### config.mk
export PLATFORM = sky130hd
export DESIGN_NAME = wb_master_arb_flat
export DESIGN_NICKNAME = d
export VERILOG_FILES = /design/src/rtl/wb_pkg.sv /design/src/rtl/wb_master_arb_if.sv /design/src/rtl/wb_timeout_mon.sv /design/src/rtl/wb_master_arb.sv /design/src/flat_wrapper.sv
export SDC_FILE = /design/constraint.sdc
export NUM_CORES = 1
export LEC_CHECK = 0
export CORE_MARGIN = 2
export CORE_UTILIZATION = 38
export DETAILED_ROUTE_END_ITERATION = 8
export GPL_TIMING_DRIVEN = 1
export PLACE_DENSITY_LB_ADDON = 0.12
export SYNTH_ARGS = -nofsm -noshare
export SYNTH_HDL_FRONTEND = slang
export SYNTH_SLANG_ARGS = --single-unit
### constraint.sdc
create_clock -name CLK -period 3.5 [get_ports CLK]
set_clock_uncertainty 0.05 [all_clocks]
set_input_delay 0.525 -clock CLK [delete_from_list [all_inputs] [get_ports CLK]]
set_output_delay 0.525 -clock CLK [all_outputs]
set_load 0.1 [all_outputs]
### src/rtl/wb_pkg.sv
// Shared definitions for the two-master Wishbone arbiter slice.
// Holds the arbiter state encoding, the register-bus data width and the
// default bus-hang timeout used when the top is instantiated without overrides.
package wb_pkg;

    // Data width of the shared register bus.
    localparam int WB_DAT_W    = 8;

    // Default number of stb cycles without ack before an error is returned.
    localparam int TIMEOUT_DEF = 255;

    // Arbiter ownership states.
    typedef enum logic [1:0] {
        ST_IDLE = 2'd0,
        ST_OWN0 = 2'd1,
        ST_OWN1 = 2'd2
    } state_t;

endpackage

### src/rtl/wb_master_arb_if.sv
// Wishbone point-to-point bundle: request signals from a master, response
// signals back to it. The master modport is used by a bus initiator and the
// slave modport by the responder; clock and reset stay outside the bundle.
interface wb_master_arb_if #(
    parameter int ADDR_W = 16
);
    logic                        cyc;
    logic                        stb;
    logic                        we;
    logic [ADDR_W-1:0]           adr;
    logic [wb_pkg::WB_DAT_W-1:0] dat_w;   // write data, master -> slave
    logic [wb_pkg::WB_DAT_W-1:0] dat_r;   // read data, slave -> master
    logic                        ack;
    logic                        err;

    modport master (output cyc, stb, we, adr, dat_w, input  dat_r, ack, err);
    modport slave  (input  cyc, stb, we, adr, dat_w, output dat_r, ack, err);
endinterface

### src/rtl/wb_timeout_mon.sv
// Bus-hang monitor: counts owner stb cycles without ack and flags a timeout.
// Ports: CLK/RST; i_idle (no owner), i_stb (raw owner stb), i_ack (OR-ed slave ack);
//        o_to_hit (combinational timeout pulse), o_timeout_cnt (saturating event count).
module wb_timeout_mon #(
    parameter int TIMEOUT = 255,
    parameter int TO_W    = 16
) (
    input  logic       CLK,
    input  logic       RST,
    input  logic       i_idle,
    input  logic       i_stb,
    input  logic       i_ack,
    output logic       o_to_hit,
    output logic [7:0] o_timeout_cnt
);
    localparam logic [TO_W-1:0] LP_LAST = TO_W'(TIMEOUT - 1);

    logic [TO_W-1:0] r_cnt;
    logic [7:0]      r_evt_cnt;

    // An ack on the terminal cycle wins over the timeout.
    assign o_to_hit      = ~i_idle & i_stb & ~i_ack & (r_cnt == LP_LAST);
    assign o_timeout_cnt = r_evt_cnt;

    always_ff @(posedge CLK) begin
        if (RST) begin
            r_cnt     <= '0;
            r_evt_cnt <= '0;
        end else begin
            if (i_idle || !i_stb || i_ack || o_to_hit)
                r_cnt <= '0;
            else
                r_cnt <= r_cnt + 1'b1;

            if (o_to_hit && (r_evt_cnt != 8'hFF))
                r_evt_cnt <= r_evt_cnt + 1'b1;
        end
    end
endmodule

### src/rtl/wb_master_arb.sv
// Two-master, single-slave Wishbone arbiter with round-robin, cycle locking and hang timeout.
// Ports: CLK/RST; m0/m1 (master-facing buses), s (slave-facing bus);
//        o_grant (one-hot owner), o_timeout_cnt (saturating timeout count).
module wb_master_arb
    import wb_pkg::*;
#(
    parameter int ADDR_W  = 16,
    parameter int TIMEOUT = TIMEOUT_DEF,
    parameter int TO_W    = 16
) (
    input  logic             CLK,
    input  logic             RST,
    wb_master_arb_if.slave   m0,
    wb_master_arb_if.slave   m1,
    wb_master_arb_if.master  s,
    output logic [1:0]       o_grant,
    output logic [7:0]       o_timeout_cnt
);
    state_t      r_state, w_state_nxt;
    logic        r_last_m1, w_last_m1_nxt;   // 1: m1 was served most recently
    logic [1:0]  r_grant, w_grant_nxt;

    logic                w_own_stb;
    logic                w_to_hit;
    logic [ADDR_W-1:0]   w_s_adr;
    logic                w_unused_s_err;

    // The slave bus error line is not part of this arbiter's response path.
    assign w_unused_s_err = s.err;

    always_ff @(posedge CLK) begin
        if (RST) begin
            r_state   <= ST_IDLE;
            r_last_m1 <= 1'b1;
            r_grant   <= 2'b00;
        end else begin
            r_state   <= w_state_nxt;
            r_last_m1 <= w_last_m1_nxt;
            r_grant   <= w_grant_nxt;
        end
    end

    always_comb begin
        w_state_nxt   = r_state;
        w_last_m1_nxt = r_last_m1;
        case (r_state)
            ST_IDLE: begin
                if (m0.cyc && m1.cyc)
                    w_state_nxt = r_last_m1 ? ST_OWN0 : ST_OWN1;
                else if (m0.cyc)
                    w_state_nxt = ST_OWN0;
                else if (m1.cyc)
                    w_state_nxt = ST_OWN1;
                if (w_state_nxt == ST_OWN0) w_last_m1_nxt = 1'b0;
                if (w_state_nxt == ST_OWN1) w_last_m1_nxt = 1'b1;
            end
            // Ownership is locked until the owner drops cyc; the return
            // through IDLE gives one dead cycle between owners.
            ST_OWN0: if (!m0.cyc) w_state_nxt = ST_IDLE;
            ST_OWN1: if (!m1.cyc) w_state_nxt = ST_IDLE;
            default: w_state_nxt = ST_IDLE;
        endcase
        w_grant_nxt = {w_state_nxt == ST_OWN1, w_state_nxt == ST_OWN0};
    end

    assign o_grant = r_grant;

    // Request path: combinational mux of the owner's signals, zero in IDLE.
    always_comb begin
        s.cyc     = 1'b0;
        w_own_stb = 1'b0;
        s.we      = 1'b0;
        w_s_adr   = '0;
        s.dat_w   = '0;
        if (r_grant[0]) begin
            s.cyc     = m0.cyc;
            w_own_stb = m0.stb;
            s.we      = m0.we;
            w_s_adr   = m0.adr;
            s.dat_w   = m0.dat_w;
        end else if (r_grant[1]) begin
            s.cyc     = m1.cyc;
            w_own_stb = m1.stb;
            s.we      = m1.we;
            w_s_adr   = m1.adr;
            s.dat_w   = m1.dat_w;
        end
    end

    // The strobe is withheld on the timeout cycle so the slave never sees
    // a request whose response has already been replaced by err.
    assign s.stb = w_own_stb & ~w_to_hit;
    assign s.adr = w_s_adr;

    // Response path: only the current owner sees ack/err/data.
    assign m0.ack   = s.ack & r_grant[0];
    assign m1.ack   = s.ack & r_grant[1];
    assign m0.err   = w_to_hit & r_grant[0];
    assign m1.err   = w_to_hit & r_grant[1];
    assign m0.dat_r = r_grant[0] ? s.dat_r : '0;
    assign m1.dat_r = r_grant[1] ? s.dat_r : '0;

    wb_timeout_mon #(
        .TIMEOUT (TIMEOUT),
        .TO_W    (TO_W)
    ) u_to_mon (
        .CLK           (CLK),
        .RST           (RST),
        .i_idle        (r_grant == 2'b00),
        .i_stb         (w_own_stb),
        .i_ack         (s.ack),
        .o_to_hit      (w_to_hit),
        .o_timeout_cnt (o_timeout_cnt)
    );
endmodule

### src/flat_wrapper.sv
// flat-port wrapper written by rule: the top's interface ports become plain ports
module wb_master_arb_flat import wb_pkg::*;
#(
    parameter int ADDR_W  = 16,
    parameter int TIMEOUT = TIMEOUT_DEF,
    parameter int TO_W    = 16
)
  (CLK, RST, o_grant, o_timeout_cnt, m0_cyc, m0_stb, m0_we, m0_adr, m0_dat_w, m0_dat_r, m0_ack, m0_err, m1_cyc, m1_stb, m1_we, m1_adr, m1_dat_w, m1_dat_r, m1_ack, m1_err, s_cyc, s_stb, s_we, s_adr, s_dat_w, s_dat_r, s_ack, s_err);
  wb_master_arb_if #(.ADDR_W(ADDR_W)) m0_i ();
  wb_master_arb_if #(.ADDR_W(ADDR_W)) m1_i ();
  wb_master_arb_if #(.ADDR_W(ADDR_W)) s_i ();
  input  logic CLK;
  input  logic RST;
  output logic [1:0] o_grant;
  output logic [7:0] o_timeout_cnt;
  input wire logic [$bits(m0_i.cyc)-1:0] m0_cyc;
  input wire logic [$bits(m0_i.stb)-1:0] m0_stb;
  input wire logic [$bits(m0_i.we)-1:0] m0_we;
  input wire logic [$bits(m0_i.adr)-1:0] m0_adr;
  input wire logic [$bits(m0_i.dat_w)-1:0] m0_dat_w;
  output wire logic [$bits(m0_i.dat_r)-1:0] m0_dat_r;
  output wire logic [$bits(m0_i.ack)-1:0] m0_ack;
  output wire logic [$bits(m0_i.err)-1:0] m0_err;
  input wire logic [$bits(m1_i.cyc)-1:0] m1_cyc;
  input wire logic [$bits(m1_i.stb)-1:0] m1_stb;
  input wire logic [$bits(m1_i.we)-1:0] m1_we;
  input wire logic [$bits(m1_i.adr)-1:0] m1_adr;
  input wire logic [$bits(m1_i.dat_w)-1:0] m1_dat_w;
  output wire logic [$bits(m1_i.dat_r)-1:0] m1_dat_r;
  output wire logic [$bits(m1_i.ack)-1:0] m1_ack;
  output wire logic [$bits(m1_i.err)-1:0] m1_err;
  output wire logic [$bits(s_i.cyc)-1:0] s_cyc;
  output wire logic [$bits(s_i.stb)-1:0] s_stb;
  output wire logic [$bits(s_i.we)-1:0] s_we;
  output wire logic [$bits(s_i.adr)-1:0] s_adr;
  output wire logic [$bits(s_i.dat_w)-1:0] s_dat_w;
  input wire logic [$bits(s_i.dat_r)-1:0] s_dat_r;
  input wire logic [$bits(s_i.ack)-1:0] s_ack;
  input wire logic [$bits(s_i.err)-1:0] s_err;
  assign m0_i.cyc = m0_cyc;
  assign m0_i.stb = m0_stb;
  assign m0_i.we = m0_we;
  assign m0_i.adr = m0_adr;
  assign m0_i.dat_w = m0_dat_w;
  assign m0_dat_r = m0_i.dat_r;
  assign m0_ack = m0_i.ack;
  assign m0_err = m0_i.err;
  assign m1_i.cyc = m1_cyc;
  assign m1_i.stb = m1_stb;
  assign m1_i.we = m1_we;
  assign m1_i.adr = m1_adr;
  assign m1_i.dat_w = m1_dat_w;
  assign m1_dat_r = m1_i.dat_r;
  assign m1_ack = m1_i.ack;
  assign m1_err = m1_i.err;
  assign s_cyc = s_i.cyc;
  assign s_stb = s_i.stb;
  assign s_we = s_i.we;
  assign s_adr = s_i.adr;
  assign s_dat_w = s_i.dat_w;
  assign s_i.dat_r = s_dat_r;
  assign s_i.ack = s_ack;
  assign s_i.err = s_err;
  wb_master_arb #(.ADDR_W(ADDR_W), .TIMEOUT(TIMEOUT), .TO_W(TO_W)) u_core (.CLK(CLK), .RST(RST), .m0(m0_i), .m1(m1_i), .s(s_i), .o_grant(o_grant), .o_timeout_cnt(o_timeout_cnt));
endmodule
=== Word-level counts from Yosys, hierarchy flattened ===
Index checks and enable logic that the tools add are counted.

* $add $sub $neg: 2
* Eq/ne operators: 8
* Reductions and logical operators: 11
* Mux-type cells: 22
* Bitwise logic cells: 11

{| class="wikitable"
|+ Operators with widths
! operator !! count
|-
| 16-bit two-way mux || 2
|-
| 8-bit two-way mux || 4
|-
| 16-bit by 1-bit adder with 16-bit output, second input constant || 1
|-
| 16-bit by 8-bit == test with 1-bit output, second input constant || 1
|-
| 2-bit two-way mux || 7
|-
| 8-bit by 1-bit adder with 8-bit output, second input constant || 1
|-
| 1-bit AND || 8
|-
| 1-bit two-way mux || 8
|-
| 8-bit != test, second input constant || 1
|-
| 2-bit by 1-bit == test with 1-bit output, second input constant || 3
|-
| 2-bit == test, second input constant || 3
|-
| 2-bit one-hot mux with 3 select lines || 1
|-
| 2-bit zero test || 2
|-
| 1-bit logical OR || 3
|-
| 1-bit inverter || 3
|-
| 1-bit logical AND || 2
|-
| 2-bit AND reduction || 1
|-
| 2-bit nonzero test || 1
|-
| 2-bit OR reduction || 1
|-
| 1-bit zero test || 1
|}

* Register bits: 29
* Logic and storage cells: 59
* Input port bits: 66

=== Depth between registers and ports, before layout ===
* Depth after elaboration: 7
* Mapped depth: 8
* Gate-level depth less buffers: 7

=== Hierarchy ===
A second synthesis with hierarchy kept.

* Cell total of the unflattened synthesis: 221
* Area total of the unflattened synthesis: 1944.4 um^2

{| class="wikitable"
|+ Modules (own cells, without submodules)
! module !! instances !! cells each !! area an instance (um^2)
|-
| wb_timeout_mon || 1 || 136 || 1283.7
|-
| wb_master_arb || 1 || 85 || 660.6
|}

=== Worst setup path after synthesis ===
No wires, ideal clock.

* Path type: register -> output
* Start point: register u_core.r_grant[0] (netlist: u_core.o_grant[0])
* End point: output port s_cyc
* Required time: 2.925 ns
* Stages on the path, launching flop included: 4
* Path slack: -0.389 ns
* Arrival: 3.314 ns
* Cell sequence: dfxtp_1 clkbuf_1 clkbuf_1 o21ai_0

* Longest elaborated chain between the ends: 1

{| class="wikitable"
|+ Ends and longest elaborated chain
! element !! RTL line !! text
|-
| from (decl) || wb_master_arb.sv:21 || <nowiki>logic [1:0] r_grant, w_grant_nxt;</nowiki>
|-
| from (signal assigned) || wb_master_arb.sv:39 || <nowiki>r_grant <= w_grant_nxt;</nowiki>
|-
| 1-bit two-way mux || wb_master_arb.sv:75 || <nowiki>if (r_grant[0]) begin</nowiki>
|-
| to (decl) || flat_wrapper.sv:32 || <nowiki>output wire logic [$bits(s_i.cyc)-1:0] s_cyc;</nowiki>
|}

No other way between the ends.

=== Worst setup path after layout ===
* Start point: register u_core.u_to_mon.r_cnt[0]
* End point: output port m1_err

* Longest elaborated chain between the ends: 3

{| class="wikitable"
|+ Ends and longest elaborated chain
! element !! RTL line !! text
|-
| from (decl) || wb_timeout_mon.sv:18 || <nowiki>logic [TO_W-1:0] r_cnt;</nowiki>
|-
| from (signal assigned) || wb_timeout_mon.sv:33 || <nowiki>r_cnt <= r_cnt + 1'b1;</nowiki>
|-
| 16-bit by 8-bit == test with 1-bit output || wb_timeout_mon.sv:22 || <nowiki>assign o_to_hit = ~i_idle & i_stb & ~i_ack & (r_cnt == LP_LAST);</nowiki>
|-
| 1-bit AND || wb_timeout_mon.sv:22 ||
|-
| 1-bit AND || wb_master_arb.sv:99 || <nowiki>assign m1.err = w_to_hit & r_grant[1];</nowiki>
|-
| to (decl) || flat_wrapper.sv:31 || <nowiki>output wire logic [$bits(m1_i.err)-1:0] m1_err;</nowiki>
|}

No other way between the ends.

==> metrics.md <==
| Metric | Value |
|---|---|
| Largest net degree at the start of global routing | `42` |
| Busiest grt layer | `met2` |
| Crit-path cells | `inv_1 -> ha_1 -> nor4b_2 -> and4_4 -> nand2_1 -> nor3_1 -> and2_1 -> buf_12` |
| Syn_area_per_cell | `8.319 sq um` |
| Die area | `5109 sq um` |
| Antenna cells | `0` |
| Cell taking the most area after synthesis | `dfxtp_1` |
| Layout cells sized above 1 | `0.1982` |
| RSZ-0062 raised after global routing | `no` |
| Post-Synth XOR/XNOR Area | `0.07592` |
| Slew Limit Fails | `0` |
| Crit-path max FO | `5` |
| First-pass GRT wire length | `9735 um` |
| Row cnt | `24` |
| Clock-pin slew on the worst setup and hold paths | `0.06 ns` |
| Most frequent cells in the layout | `clkdlybuf4s50_1, dfxtp_1, buf_12, a22o_1, nor2_1` |
| Final hold vios | `0` |
| 1st-iter DRT viols | `59` |
| Worst r2r src | `u_core.o_grant[0]` |
| YS warnings | `0` |
| CP max stage cell | `dfxtp_1` |
| Main combinational cell family by area after synthesis | `simple AND/OR/NAND/NOR gates` |
| Final period utilization | `0.7473` |
| CP required | `2.92 ns` |
| Reg2Reg Depth | `6` |
| Gr usage total | `0.2444` |
| Die W | `71.48 um` |
| Vias in the first global route | `1814` |
| Fin Hold WS | `0.4436 ns` |
| HP Start | `u_core.r_state[1]` |
| GRT met3 Usage | `0.05345` |
| Commonest non-fill, non-tap cell in the layout | `clkdlybuf4s50_1` |
| GRT overflow | `0` |
| Max Cap Viol | `0` |
| R2r setup slk | `1.50 ns` |
| Antenna violations before repair | `0` |
| Fraction of the mapped netlist area in simple logic gates | `0.3196` |
| Nets | `397` |
| Crit end category | `primary output` |
| PortBufs | `121` |
| Final setup fails | `0` |
| FF-to-FF End | `u_core.u_to_mon.o_timeout_cnt[7]` |
| Minimum clock period | `2.615 ns` |
| Final Util | `0.7534` |
| Post-Syn Area | `1730 sq um` |
| Synth area leaders | `dfxtp_1, a22o_1, and2_1, nor2_1, xnor2_1` |
| Final ANT Viol Nets | `0` |
| Post-synthesis sequential area ratio | `0.3355` |
| DR WL/cell | `16.54 um` |
| Clk root buf | `clkbuf_8` |
| Hold WC Path Type | `reg -> reg` |
| Maximum root-to-sink buffer count | `2` |
| Outcome | `finished, final reports clean` |
| Fmax | `0.3823 GHz` |
| Worst Max-Slew Pin Slew | `0.9730 ns` |
| IO Count | `123` |
| WHS Path Cells | `1` |
| Hold endpoint | `u_core.o_grant[0]` |
| Slowest stage delay, CP | `0.35 ns` |
| Clk_lat worst skew | `0.27 ns` |
| Mux cell area share after synthesis | `0.01157` |
| Setup bufs post-CTS | `0` |
| Die height | `71.48 um` |
| Worst setup path class | `reg -> out` |
| Peak supply drop | `336.9 uV` |
| DR vias | `1956` |
| Synth Register Bits | `29` |
| Library cells used by synthesis | `35` |
| Top cell type's share of synthesized area | `0.3355` |
| Detail Placement HPWL | `4914 um` |
| M1 GR Usage | `0.2969` |
| Max_slew headroom | `0.3493` |
| Initial core utilization | `0.3947` |
| H-tree depth | `2` |
| Final WL | `6286 um` |
| DR vias/cell | `5.147` |
| RePlAce Congestion | `0.7853` |
| CTS tree | `built` |
| DR pass1 iterations | `4` |
| Clk sink count | `29` |
| CTS Hold Bufs | `0` |
| CORE AREA | `4384 sq um` |
| Number of CTS-inserted buffers | `5` |
| Pwr dens | `371.0 nW/um^2` |
| Crit path buffers/inverters | `2` |
| Layout area overhead | `90.89%` |
| Leakage power | `1.252 nW` |
| Crit path max-delay family | `simple AND/OR/NAND/NOR gates` |
| Crit path launch type | `flop` |
| DRC | `0` |
| Syn Nets | `278` |
| GR Layer Usage met2 | `0.4352` |
| Post-synthesis adder-cell area fraction | `0.02892` |
| Worst Path Arrival | `2.04 ns` |
| Complex-gate fraction of the synthesized area | `0.1866` |
| Instance count of the mapped netlist | `208` |
| Post-CTS sizing | `0` |
| Setup TNS | `0 ns` |
## state kept, by name, indices dropped and copies added, names as in the netlist
name,flops
u_core.u_to_mon.o_timeout_cnt,8
u_core.o_grant,2
u_core.r_last_m1,1
u_core.r_state,2
u_core.u_to_mon.r_cnt,16
## cell families after synthesis
logic type,Yosys count
XOR/XNOR,15
adder cells (fa/ha/maj),4
flip-flops,29
AO/OA/AOI/OAI,43
AND/OR/NAND/NOR,98
buffers and inverters,17
multiplexers,2
## Yosys cell counts
cell / number
and2_1: 21
a311oi_1: 2
nor2b_1: 1
nand2_1: 11
buf_2: 1
nor4_1: 1
nor2_1: 25
o31ai_1: 1
and4_4: 1
nor3_1: 6
clkbuf_1: 9
nand4_1: 1
or2_2: 1
nand2b_1: 2
a22o_1: 25
ha_1: 4
o21ai_0: 8
xor2_1: 6
nor4b_1: 2
nand3b_1: 2
nor4b_2: 1
and3_2: 1
xnor2_1: 9
or3_1: 6
nand4b_4: 1
and3_1: 2
mux2i_1: 2
dfxtp_1: 29
buf_6: 1
nor3_4: 1
inv_1: 6
or4_1: 1
a21oi_2: 1
nand3_1: 11
a21oi_1: 6
## report_power, final
group	internal (mW)	switching (mW)
clock network	0.232	0.121
logic	0.194	0.337
registers	0.336	0.00642
## area by class of cell
class / instances / area [sq um]
Clock inverter: 1 / 30.03
Inverter: 6 / 22.52
Tap cell: 52 / 65.06
Timing Repair Buffer: 123 / 1441
Multi-Input combinational cell: 162 / 1077
Sequential cell: 29 / 580.6
Clock buffer: 7 / 86.33
Fill cell: 340 / 1081
## through the flow
stage          instance area [sq um]  worst slack [ns]  cells  power [mW]
2_1_floorplan                   1730            0.2460    208      0.6666
3_3_place_gp                    3187            0.9613    372      0.8762
3_5_place_dp                    3187            0.9598    372      0.8801
4_1_cts                         3303            0.8540    380       1.233
5_1_grt                         3303            0.7433    380       1.261
6_report                        3303            0.8846    380       1.225
## routing by layer
layer,vias to the layer above,routed length (um)
met5,-,0
met4,0,89
met3,8,442
met2,72,3264
met1,902,2489
li1,974,-
## how the worst max path moves through the flow
stage / from / to / slack [ns] / depth (start not counted)
after floorplan: u_core.o_grant[0] / s_stb / 0.25 / 4
after global placement: m1_stb / m1_err / 0.96 / 6
after detailed placement: m1_stb / m1_err / 0.96 / 6
after CTS: u_core.u_to_mon.r_cnt[0] / m1_err / 0.85 / 8
after global routing: u_core.u_to_mon.r_cnt[1] / m0_err / 0.74 / 7
final: u_core.u_to_mon.r_cnt[0] / m1_err / 0.88 / 8
Note: power is estimated with default switching activity, not from simulation.
